File: src/rtl/wisc_isa_pkg.sv
// WISC 16-bit ISA constants and the decoded-entry record shared by the decode stage.
package wisc_isa_pkg;

  localparam logic [3:0] OP_SW  = 4'b1001;
  localparam logic [3:0] OP_B   = 4'b1100;
  localparam logic [3:0] OP_LLB = 4'b1110;
  localparam logic [3:0] OP_HLT = 4'b1111;

  // Low bit of each 4-bit field in the instruction word
  localparam int OPC_LSB  = 12;
  localparam int RD_LSB   = 8;
  localparam int MID_LSB  = 4;
  localparam int LOW_LSB  = 0;
  localparam int COND_LSB = 9;

  typedef struct packed {
    logic [3:0] opcode;
    logic [3:0] rd;
    logic [3:0] rs;
    logic [3:0] rt;
    logic [7:0] imm8;
    logic [8:0] off9;
    logic [2:0] cond;
    logic       wmem_en;
    logic       wreg_en;
    logic       is_hlt;
  } dec_t;

endpackage

File: src/rtl/decode_stage_pipe_if.sv
// Fetch-to-execute handshake bundle of the decode stage; the stage itself uses the slave view.
interface decode_stage_pipe_if #(
  parameter int PC_W  = 16,
  parameter int RF_AW = 4
);
  logic             in_valid;
  logic             in_ready;
  logic [15:0]      in_instr;
  logic [PC_W-1:0]  in_pc;
  logic             flush;
  logic             out_valid;
  logic             out_ready;
  logic [PC_W-1:0]  out_pc;
  logic [3:0]       out_opcode;
  logic [RF_AW-1:0] out_rd;
  logic [RF_AW-1:0] out_rs;
  logic [RF_AW-1:0] out_rt;
  logic [7:0]       out_imm8;
  logic [8:0]       out_off9;
  logic [2:0]       out_cond;
  logic             out_wmem_en;
  logic             out_wreg_en;
  logic             halted;

  modport master (
    output in_valid, in_instr, in_pc, flush, out_ready,
    input  in_ready, out_valid, out_pc, out_opcode, out_rd, out_rs, out_rt,
           out_imm8, out_off9, out_cond, out_wmem_en, out_wreg_en, halted
  );

  modport slave (
    input  in_valid, in_instr, in_pc, flush, out_ready,
    output in_ready, out_valid, out_pc, out_opcode, out_rd, out_rs, out_rt,
           out_imm8, out_off9, out_cond, out_wmem_en, out_wreg_en, halted
  );
endinterface

File: src/rtl/wisc_decode_comb.sv
// Purpose: pure field decode of one WISC instruction word into a dec_t record.
// Latency: combinational, zero cycles.
// Backpressure: none; the caller decides when the result is captured.
module wisc_decode_comb
  import wisc_isa_pkg::*;
(
  input  logic [15:0] instr,
  output dec_t        dec
);

  logic [3:0] opc;
  assign opc = instr[OPC_LSB +: 4];

  always_comb begin
    dec        = '0;
    dec.opcode = opc;
    dec.rd     = instr[RD_LSB +: 4];
    // Memory-class opcodes (10xx) read the destination field as a source
    if (opc[3:2] == 2'b10) begin
      dec.rs = instr[RD_LSB +: 4];
      dec.rt = instr[MID_LSB +: 4];
    end else begin
      dec.rs = instr[MID_LSB +: 4];
      dec.rt = instr[LOW_LSB +: 4];
    end
    dec.imm8    = instr[7:0];
    dec.off9    = (opc == OP_B) ? instr[8:0] : 9'd0;
    dec.cond    = instr[COND_LSB +: 3];
    dec.wmem_en = (opc == OP_SW);
    dec.wreg_en = (instr[RD_LSB +: 4] != 4'd0) &&
                  (!((opc == OP_SW) || (opc[3:2] == 2'b11)) || (opc == OP_LLB));
    dec.is_hlt  = (opc == OP_HLT);
  end

endmodule

File: src/rtl/decode_stage_pipe.sv
// Purpose: registered WISC ID stage with 2-entry skid, flush and sticky halt (perf counters under DECODE_PERF_CNT_EN).
// Latency: 1 cycle from input handshake to out_valid when the output register is free or draining.
// Backpressure: in_ready is registered; drops when the skid is full or a HLT has been accepted.
module decode_stage_pipe
  import wisc_isa_pkg::*;
#(
  parameter int PC_W  = 16,
  parameter int RF_AW = 4
`ifdef DECODE_PERF_CNT_EN
  , parameter int CNT_W = 32
`endif
) (
  input  logic              clk,
  input  logic              rst_n,
`ifdef DECODE_PERF_CNT_EN
  output logic [CNT_W-1:0]  perf_decoded,
  output logic [CNT_W-1:0]  perf_stall,
`endif
  decode_stage_pipe_if.slave bus
);

  dec_t            in_dec;
  dec_t            out_q, skid_q;
  logic [PC_W-1:0] out_pc_q, skid_pc_q;
  logic            out_vld_q, skid_vld_q, halt_pend_q, halted_q, in_rdy_q;
  logic            accept, out_hs, out_load, skid_vld_nxt, halt_pend_nxt;

  wisc_decode_comb u_dec (
    .instr (bus.in_instr),
    .dec   (in_dec)
  );

  assign accept   = bus.in_valid && in_rdy_q && !bus.flush;
  assign out_hs   = out_vld_q && bus.out_ready;
  assign out_load = !out_vld_q || bus.out_ready;

  always_comb begin
    skid_vld_nxt = skid_vld_q;
    if (out_load) begin
      skid_vld_nxt = skid_vld_q && accept;
    end else if (accept) begin
      skid_vld_nxt = 1'b1;
    end
    halt_pend_nxt = halt_pend_q || (accept && in_dec.is_hlt);
  end

  always_ff @(posedge clk or negedge rst_n) begin
    if (!rst_n) begin
      out_q       <= '0;
      out_pc_q    <= '0;
      out_vld_q   <= 1'b0;
      skid_q      <= '0;
      skid_pc_q   <= '0;
      skid_vld_q  <= 1'b0;
      halt_pend_q <= 1'b0;
      halted_q    <= 1'b0;
      in_rdy_q    <= 1'b1;
    end else begin
      // A HLT leaving in a flush cycle still counts as retired
      if (out_hs && out_q.is_hlt) begin
        halted_q <= 1'b1;
      end
      if (bus.flush) begin
        out_vld_q   <= 1'b0;
        skid_vld_q  <= 1'b0;
        halt_pend_q <= 1'b0;
        in_rdy_q    <= 1'b1;
      end else begin
        skid_vld_q  <= skid_vld_nxt;
        halt_pend_q <= halt_pend_nxt;
        in_rdy_q    <= !skid_vld_nxt && !halt_pend_nxt;
        if (out_load) begin
          if (skid_vld_q) begin
            out_q     <= skid_q;
            out_pc_q  <= skid_pc_q;
            out_vld_q <= 1'b1;
          end else if (accept) begin
            out_q     <= in_dec;
            out_pc_q  <= bus.in_pc;
            out_vld_q <= 1'b1;
          end else begin
            out_vld_q <= 1'b0;
          end
        end
        // New entry parks in the skid when the output is stalled or the skid is draining into it
        if (accept && (skid_vld_q || !out_load)) begin
          skid_q    <= in_dec;
          skid_pc_q <= bus.in_pc;
        end
      end
    end
  end

`ifdef DECODE_PERF_CNT_EN
  always_ff @(posedge clk or negedge rst_n) begin
    if (!rst_n) begin
      perf_decoded <= '0;
      perf_stall   <= '0;
    end else begin
      if (out_hs && !(&perf_decoded)) begin
        perf_decoded <= perf_decoded + 1'b1;
      end
      if (out_vld_q && !bus.out_ready && !(&perf_stall)) begin
        perf_stall <= perf_stall + 1'b1;
      end
    end
  end
`endif

  assign bus.in_ready    = in_rdy_q;
  assign bus.out_valid   = out_vld_q;
  assign bus.out_pc      = out_pc_q;
  assign bus.out_opcode  = out_q.opcode;
  assign bus.out_rd      = RF_AW'(out_q.rd);
  assign bus.out_rs      = RF_AW'(out_q.rs);
  assign bus.out_rt      = RF_AW'(out_q.rt);
  assign bus.out_imm8    = out_q.imm8;
  assign bus.out_off9    = out_q.off9;
  assign bus.out_cond    = out_q.cond;
  assign bus.out_wmem_en = out_q.wmem_en;
  assign bus.out_wreg_en = out_q.wreg_en;
  assign bus.halted      = halted_q;

endmodule

File: src/flat_wrapper.sv
// flat-port wrapper written by rule: the top's interface ports become plain ports
module decode_stage_pipe_flat import wisc_isa_pkg::*;
#(
  parameter int PC_W  = 16,
  parameter int RF_AW = 4

)
  (clk, rst_n, bus_in_valid, bus_in_instr, bus_in_pc, bus_flush, bus_out_ready, bus_in_ready, bus_out_valid, bus_out_pc, bus_out_opcode, bus_out_rd, bus_out_rs, bus_out_rt, bus_out_imm8, bus_out_off9, bus_out_cond, bus_out_wmem_en, bus_out_wreg_en, bus_halted);
  decode_stage_pipe_if #(.PC_W(PC_W), .RF_AW(RF_AW)) bus_i ();
  input  logic clk;
  input  logic rst_n;
  input wire logic [$bits(bus_i.in_valid)-1:0] bus_in_valid;
  input wire logic [$bits(bus_i.in_instr)-1:0] bus_in_instr;
  input wire logic [$bits(bus_i.in_pc)-1:0] bus_in_pc;
  input wire logic [$bits(bus_i.flush)-1:0] bus_flush;
  input wire logic [$bits(bus_i.out_ready)-1:0] bus_out_ready;
  output wire logic [$bits(bus_i.in_ready)-1:0] bus_in_ready;
  output wire logic [$bits(bus_i.out_valid)-1:0] bus_out_valid;
  output wire logic [$bits(bus_i.out_pc)-1:0] bus_out_pc;
  output wire logic [$bits(bus_i.out_opcode)-1:0] bus_out_opcode;
  output wire logic [$bits(bus_i.out_rd)-1:0] bus_out_rd;
  output wire logic [$bits(bus_i.out_rs)-1:0] bus_out_rs;
  output wire logic [$bits(bus_i.out_rt)-1:0] bus_out_rt;
  output wire logic [$bits(bus_i.out_imm8)-1:0] bus_out_imm8;
  output wire logic [$bits(bus_i.out_off9)-1:0] bus_out_off9;
  output wire logic [$bits(bus_i.out_cond)-1:0] bus_out_cond;
  output wire logic [$bits(bus_i.out_wmem_en)-1:0] bus_out_wmem_en;
  output wire logic [$bits(bus_i.out_wreg_en)-1:0] bus_out_wreg_en;
  output wire logic [$bits(bus_i.halted)-1:0] bus_halted;
  assign bus_i.in_valid = bus_in_valid;
  assign bus_i.in_instr = bus_in_instr;
  assign bus_i.in_pc = bus_in_pc;
  assign bus_i.flush = bus_flush;
  assign bus_i.out_ready = bus_out_ready;
  assign bus_in_ready = bus_i.in_ready;
  assign bus_out_valid = bus_i.out_valid;
  assign bus_out_pc = bus_i.out_pc;
  assign bus_out_opcode = bus_i.out_opcode;
  assign bus_out_rd = bus_i.out_rd;
  assign bus_out_rs = bus_i.out_rs;
  assign bus_out_rt = bus_i.out_rt;
  assign bus_out_imm8 = bus_i.out_imm8;
  assign bus_out_off9 = bus_i.out_off9;
  assign bus_out_cond = bus_i.out_cond;
  assign bus_out_wmem_en = bus_i.out_wmem_en;
  assign bus_out_wreg_en = bus_i.out_wreg_en;
  assign bus_halted = bus_i.halted;
  decode_stage_pipe #(.PC_W(PC_W), .RF_AW(RF_AW)) u_core (.clk(clk), .rst_n(rst_n), .bus(bus_i));
endmodule
File: config.mk
export PLATFORM = sky130hd
export DESIGN_NAME = decode_stage_pipe_flat
export DESIGN_NICKNAME = d
export VERILOG_FILES = /design/src/rtl/wisc_isa_pkg.sv /design/src/rtl/decode_stage_pipe_if.sv /design/src/rtl/wisc_decode_comb.sv /design/src/rtl/decode_stage_pipe.sv /design/src/flat_wrapper.sv
export SDC_FILE = /design/constraint.sdc
export NUM_CORES = 1
export LEC_CHECK = 0
export BUFFER_PORTS_ARGS = -buffer_cell sky130_fd_sc_hd__buf_2
export CAP_MARGIN = 10
export CORE_MARGIN = 2
export CORE_UTILIZATION = 60
export DETAILED_ROUTE_END_ITERATION = 12
export PLACE_DENSITY = 0.85
export REMOVE_ABC_BUFFERS = 1
export SLEW_MARGIN = 10
export SYNTH_ARGS = -nofsm -noshare
export SYNTH_HDL_FRONTEND = slang
export SYNTH_SLANG_ARGS = --single-unit
File: constraint.sdc
create_clock -name clk -period 4.38 [get_ports clk]
set_clock_uncertainty 0.15 [all_clocks]
set_input_delay 0.219 -clock clk [delete_from_list [all_inputs] [get_ports clk]]
set_output_delay 0.219 -clock clk [all_outputs]
set_load 0.01 [all_outputs]
# [After elaboration in Yosys (flattened, before gate mapping)]
# Cells that the tools add are included.
[classes] n_eq_ne=6 n_mux=15 bitwise_logic=1 reduce_logical=25
[op_table] operator="39-bit two-way mux" count=2
[op_table] operator="16-bit two-way mux" count=2
[op_table] operator="4-bit == test (second input constant)" count=4
[op_table] operator="1-bit logical AND" count=9
[op_table] operator="1-bit two-way mux" count=9
[op_table] operator="9-bit two-way mux" count=1
[op_table] operator="8-bit two-way mux" count=1
[op_table] operator="1-bit zero test" count=6
[op_table] operator="1-bit logical OR" count=5
[op_table] operator="2-bit == test (second input constant)" count=2
[op_table] operator="2-bit nonzero test" count=2
[op_table] operator="4-bit nonzero test" count=1
[op_table] operator="3-bit AND reduction" count=1
[op_table] operator="2-bit AND reduction" count=1
[op_table] operator="1-bit inverter" count=1
[word_totals] ff_bits=115 input_bits=37 out_inout_bits=57 wordCells=74

# [Depth between registers and ports, before layout]
[depth] depth_word=7 depth_mapped=7 depth_no_buf=4

# [Cells and area by module]
# From an unflattened synthesis, not the netlist that was laid out.
[hier_totals] cells_unflattened=395 area_unflattened_um2=5931.9
[modules_own_cells] mod="decode_stage_pipe" instances=1 cells_each=350 area_per_inst_um2=5532.8 seq_area_each_um2=2879.0
[modules_own_cells] mod="wisc_decode_comb" instances=1 cells_each=45 area_per_inst_um2=399.1 seq_area_each_um2=0.0

# [Least setup slack after synthesis]
# Ideal clock, no wire load.
[synth_path] path_type="register to register" from="register u_core.in_rdy_q, in the netlist u_core.bus.in_ready" to="register u_core.out_q, in the netlist u_core.bus.out_rs[0]" setup_ns=0.125 t_arrival_ns=1.576 required_ns=4.105 path_slack_ns=2.529 path_stages_with_launch=5 path_buffers=1 synth_period_minus_slack_ns=1.851 path_cell_list="dfstp_2 -> nand2_1 -> a211oi_2 -> buf_4 -> mux2_2"
[synth_via] elab_chain_cells=4
[synth_lines] element="start, declared" line="decode_stage_pipe.sv:25" rtl="logic out_vld_q, skid_vld_q, halt_pend_q, halted_q, in_rdy_q;"
[synth_lines] element="start signal, assigned" line="decode_stage_pipe.sv:71" rtl="in_rdy_q <= !skid_vld_nxt && !halt_pend_nxt;"
[synth_lines] element="1-bit logical AND (2 in a row)" line="decode_stage_pipe.sv:33" rtl="assign accept = bus.in_valid && in_rdy_q && !bus.flush;"
[synth_lines] element="2-bit nonzero test (no source line)"
[synth_lines] element="3-bit AND reduction (no source line)"
[synth_lines] element="end signal, assigned" line="decode_stage_pipe.sv:74" rtl="out_q <= skid_q;"
[synth_lines] element="end signal, assigned" line="decode_stage_pipe.sv:78" rtl="out_q <= in_dec;"
[synth_lines] element="end, declared" line="decode_stage_pipe.sv:23" rtl="dec_t out_q, skid_q;"
# Every way passes these cells.
# A chain may end at the register's enable or synchronous reset.

# [Final worst setup path]
[layout_path] from="input bus_out_ready" to="register u_core.skid_q[12] in the netlist's numbering"
[layout_via] elab_chain_cells=5
[layout_lines] element="start, declared" line="flat_wrapper.sv:16" rtl="input wire logic [$bits(bus_i.out_ready)-1:0] bus_out_ready;"
[layout_lines] element="1-bit logical OR" line="decode_stage_pipe.sv:35" rtl="assign out_load = !out_vld_q || bus.out_ready;"
[layout_lines] element="1-bit zero test" line="decode_stage_pipe.sv:86" rtl="if (accept && (skid_vld_q || !out_load)) begin"
[layout_lines] element="1-bit logical OR" line="decode_stage_pipe.sv:86"
[layout_lines] element="1-bit logical AND" line="decode_stage_pipe.sv:86"
[layout_lines] element="2-bit AND reduction (no source line)"
[layout_lines] element="end signal, assigned" line="decode_stage_pipe.sv:87" rtl="skid_q <= in_dec;"
[layout_lines] element="end, declared" line="decode_stage_pipe.sv:23"
# Every way passes these cells.

==> key figures <==
Timing
  – Final Max Slew Viols: 0
  – Peak Freq: 389.0 MHz
  – Total count of hold-check failures in the final report: 0
  – Hold Worst Slack: 0.02500 ns
  – Final setup slack of the worst path: 1.809 ns
  – Time the final worst path needs with I/O delays and setup: 2.571 ns
  – Unrepaired setup endpoints after global routing: false
  – Worst Max-Slew Pin Slew: 1.177 ns
  – Final period utilization: 58.69%
  – Final setup violation count: 0
  – Tightest slew margin relative to the limit: 21.10%

Layout
  – Number of diodes added for antenna fixing: 0
  – Final nets: 638
  – Most common library cell in the layout ignoring fill and taps: nand2_1
  – Filler cells: 644
  – Post-layout instance count excluding filler cells: 711
  – Total area of sequential cells: 2730 um^2
  – Multi-input logic area: 1824 um^2
  – Final core area utilization: 70.36%
  – Area Overhead vs Synth: 15.10%
  – Commonest non-fill, non-tap cells in the layout: nand2_1, dfrtp_1, buf_2, nor2_1, mux2i_1
  – Layout cells sized above 1: 21.78%

Global routing
  – Largest net degree at the start of global routing: 66
  – Total overflow reported by the global router: 0
  – First-pass GRT wire length: 17.02 mm
  – Initial antenna violation count: 0
  – GRT Util Overall: 24.13%
  – Via count of the first global-routing pass: 3587

Logic synthesis
  – Mapped cell area: 4972 um^2
  – Post-Syn Area per Cell: 9.453 um^2
  – Part of the Yosys area used for sequential elements: 54.88%
  – Synth unique cells: 30
  – YS warnings: 0
  – #FFs+latches synth: 109
  – Synthesized instance count: 526

Critical path
  – Worst-path fanout max: 26
  – List of cells traversed by the critical path: dlygate4sd3_1 -> buf_2 -> nand2b_1 -> a211oi_4 -> buf_4 -> nand3_1 -> nand2_1
  – Delay of the slowest critical-path stage: 0.98 ns
  – Arrival @ worst endpoint: 2.72 ns
  – Worst setup SP type: primary input
  – RR Endpoint: u_core.skid_q[12]
  – Reg-to-Reg Start: u_core.bus.in_ready
  – Max stage delay cell, worst path: a211oi_4
  – Worst-case register-to-register setup slack: 1.82 ns
  – R2R cell count: 5
  – Required time at the worst-slack endpoint: 4.53 ns
  – CP endpoint kind: register
  – Setup CP Type: primary input to register

CTS
  – Clock latency on the worst-skew pair: 0.37 ns
  – Htree depth: 3
  – Clock tree from TritonCTS: built
  – Post-CTS Hold Buffers: 34
  – Post-CTS setup-driven buffer insertion count: 0
  – Post-cts gate resize count: 0
  – Clock root buffer: clkbuf_8
  – Clk slew on worst S/H paths: 0.10 ns
  – Number of buffers on the longest clock path: 2
  – Clock sink count: 109
  – Number of buffers created by CTS: 9

Routing
  – Vias: 3838
  – WL per Instance: 14.74 um
  – Aggregate routed wire length: 10.48 mm
  – Number of nets with antenna violations after detailed routing: 0
  – Number of DRC violations after detailed routing: 0
  – Post-DR vias/cell: 5.398
  – Starting DRT DRC Count: 288
  – Detailed Routing Iterations Pass 1: 5

Outcome
  – Result of the run: finished clean

Power
  – Power per unit of standard cell area: 415.8 nW/um^2
  – Power Total: 0.002380 W
  – Leakage dissipation: 2.668 nW
  – Peak supply drop: 0.1676 mV

Floorplanning
  – Standard-cell rows: 33
  – Effective utilization at floorplan: 61.13%
  – Die height: 95.04 um
  – Die Outline Area: 9032 um^2
  – Placeable core region: 8134 um^2
  – I/O Pins: 94
  – Overall die width: 95.04 um

Place
  – Count of input and output buffers: 93
  – Number of placed instances with taps included: 661
  – Worst slack at placement: 1.876 ns
  – Half-perimeter wire length after detailed placement: 6.603 mm
  – Final weighted congestion in routability-driven placement: 0.8082

Job
  – Maximum Capacitance Violations: 0

Worst hold path
  – Hold/Removal Path Class: primary input to register
  – Hold endpoint: u_core.skid_vld_q
  – Hold path depth: 3
  – Hold wc startpoint: bus_in_valid
==> per-layer routing <==
layer / up-vias / global-route usage (%) / part of all wire, %
met5: - / 0 / 0
li1: 1843 / - / -
met3: 19 / 3.557 / 6.3
met1: 1833 / 32.57 / 44
met4: 0 / 8.333 / 1.7
met2: 143 / 40.31 / 48
==> critical path, delay by kind of cell <==
kind            cells  cell delay, ns
buf+inv             3            1.05
compound gates      1            0.98
simple gates        3            0.46
==> synth_stat cells, drive strengths merged <==
cell    instances  area [um^2]
nand2         145        544.3
dfrtp         108         2703
buf            57        377.9
nor2           48        180.2
mux2i          41        410.4
a21oi          39        195.2
nand3          19        95.09
o21ai          18        90.09
clkbuf         12        46.29
a31oi          10        62.56
mux2            9        101.4
inv             3        11.26
a211oi          2        25.02
a31o            2        17.52
nand4           2        12.51
nor2b           2        12.51
nor3            2        15.01
a211o           1        8.760
and4            1        8.760
dfstp           1        26.28
maj3            1        10.01
nand2b          1        6.260
nor4            1        6.260
or3             1        6.260
==> cells by family after synthesis <==
group	Yosys count	synth area share, %
DFF	109	54.88
AOI/OAI and AO/OA	72	8.027
muxes	50	10.29
and+or+nand+nor	222	17.84
adders and majority gates	1	0.2013
buffers and inverters	72	8.757
==> state kept, by name (all words and copies together) (netlist names) <==
register                cells
u_core.bus.out_wreg_en      1
u_core.bus.out_imm8         8
u_core.skid_pc_q           16
u_core.bus.out_off9         9
u_core.skid_vld_q           1
u_core.bus.halted           1
u_core.bus.out_wmem_en      1
u_core.bus.in_ready         1
u_core.bus.out_valid        1
u_core.bus.out_rt           4
u_core.bus.out_pc          16
u_core.bus.out_opcode       4
u_core.bus.out_rs           4
u_core.halt_pend_q          1
u_core.bus.out_cond         1
u_core.out_q                1
u_core.skid_q              36
u_core.bus.out_rd           3
==> worst max path at each step <==
stage,start,endpoint,cells past startpoint,slack [ns]
2_1_floorplan,u_core.skid_vld_q,u_core.bus.out_wreg_en,4,-1.48
3_3_place_gp,u_core.bus.in_ready,u_core.skid_q[8],5,1.92
3_5_place_dp,u_core.bus.in_ready,u_core.skid_q[12],5,1.88
4_1_cts,u_core.bus.in_ready,u_core.skid_q[12],5,1.84
5_1_grt,u_core.bus.in_ready,u_core.skid_q[8],5,1.63
6_report,bus_out_ready,u_core.skid_q[12],7,1.81
==> where the power goes <==
part / switching, W / leakage (nW) / internal [W] / total, W
clock: 0.000348 / 0.0898 / 0.000209 / 0.000557
combinational: 0.000280 / 1.26 / 0.000221 / 0.000502
sequential: 0.000111 / 1.31 / 0.00121 / 0.00132
total: 0.000739 / 2.67 / 0.00164 / 0.00238
==> per-stage QoR <==
stage,area (um^2),setup TNS [ns]
6_report,5723,0
2_1_floorplan,4548,-66.32
4_1_cts,5723,0
5_1_grt,5723,0
3_5_place_dp,5210,0
3_3_place_gp,5210,0
==> final cells by class <==
| class | instances | area share (%) |
|---|---|---|
| repair buffers | 133 | 14.91 |
| well taps | 105 | 2.296 |
| flip-flops and latches | 109 | 47.70 |
| clock inverters | 7 | 0.8526 |
| clock buffers | 9 | 2.164 |
| multi-input cells | 345 | 31.88 |
| inverters | 3 | 0.1968 |
Power figures use the tool's default switching activity.
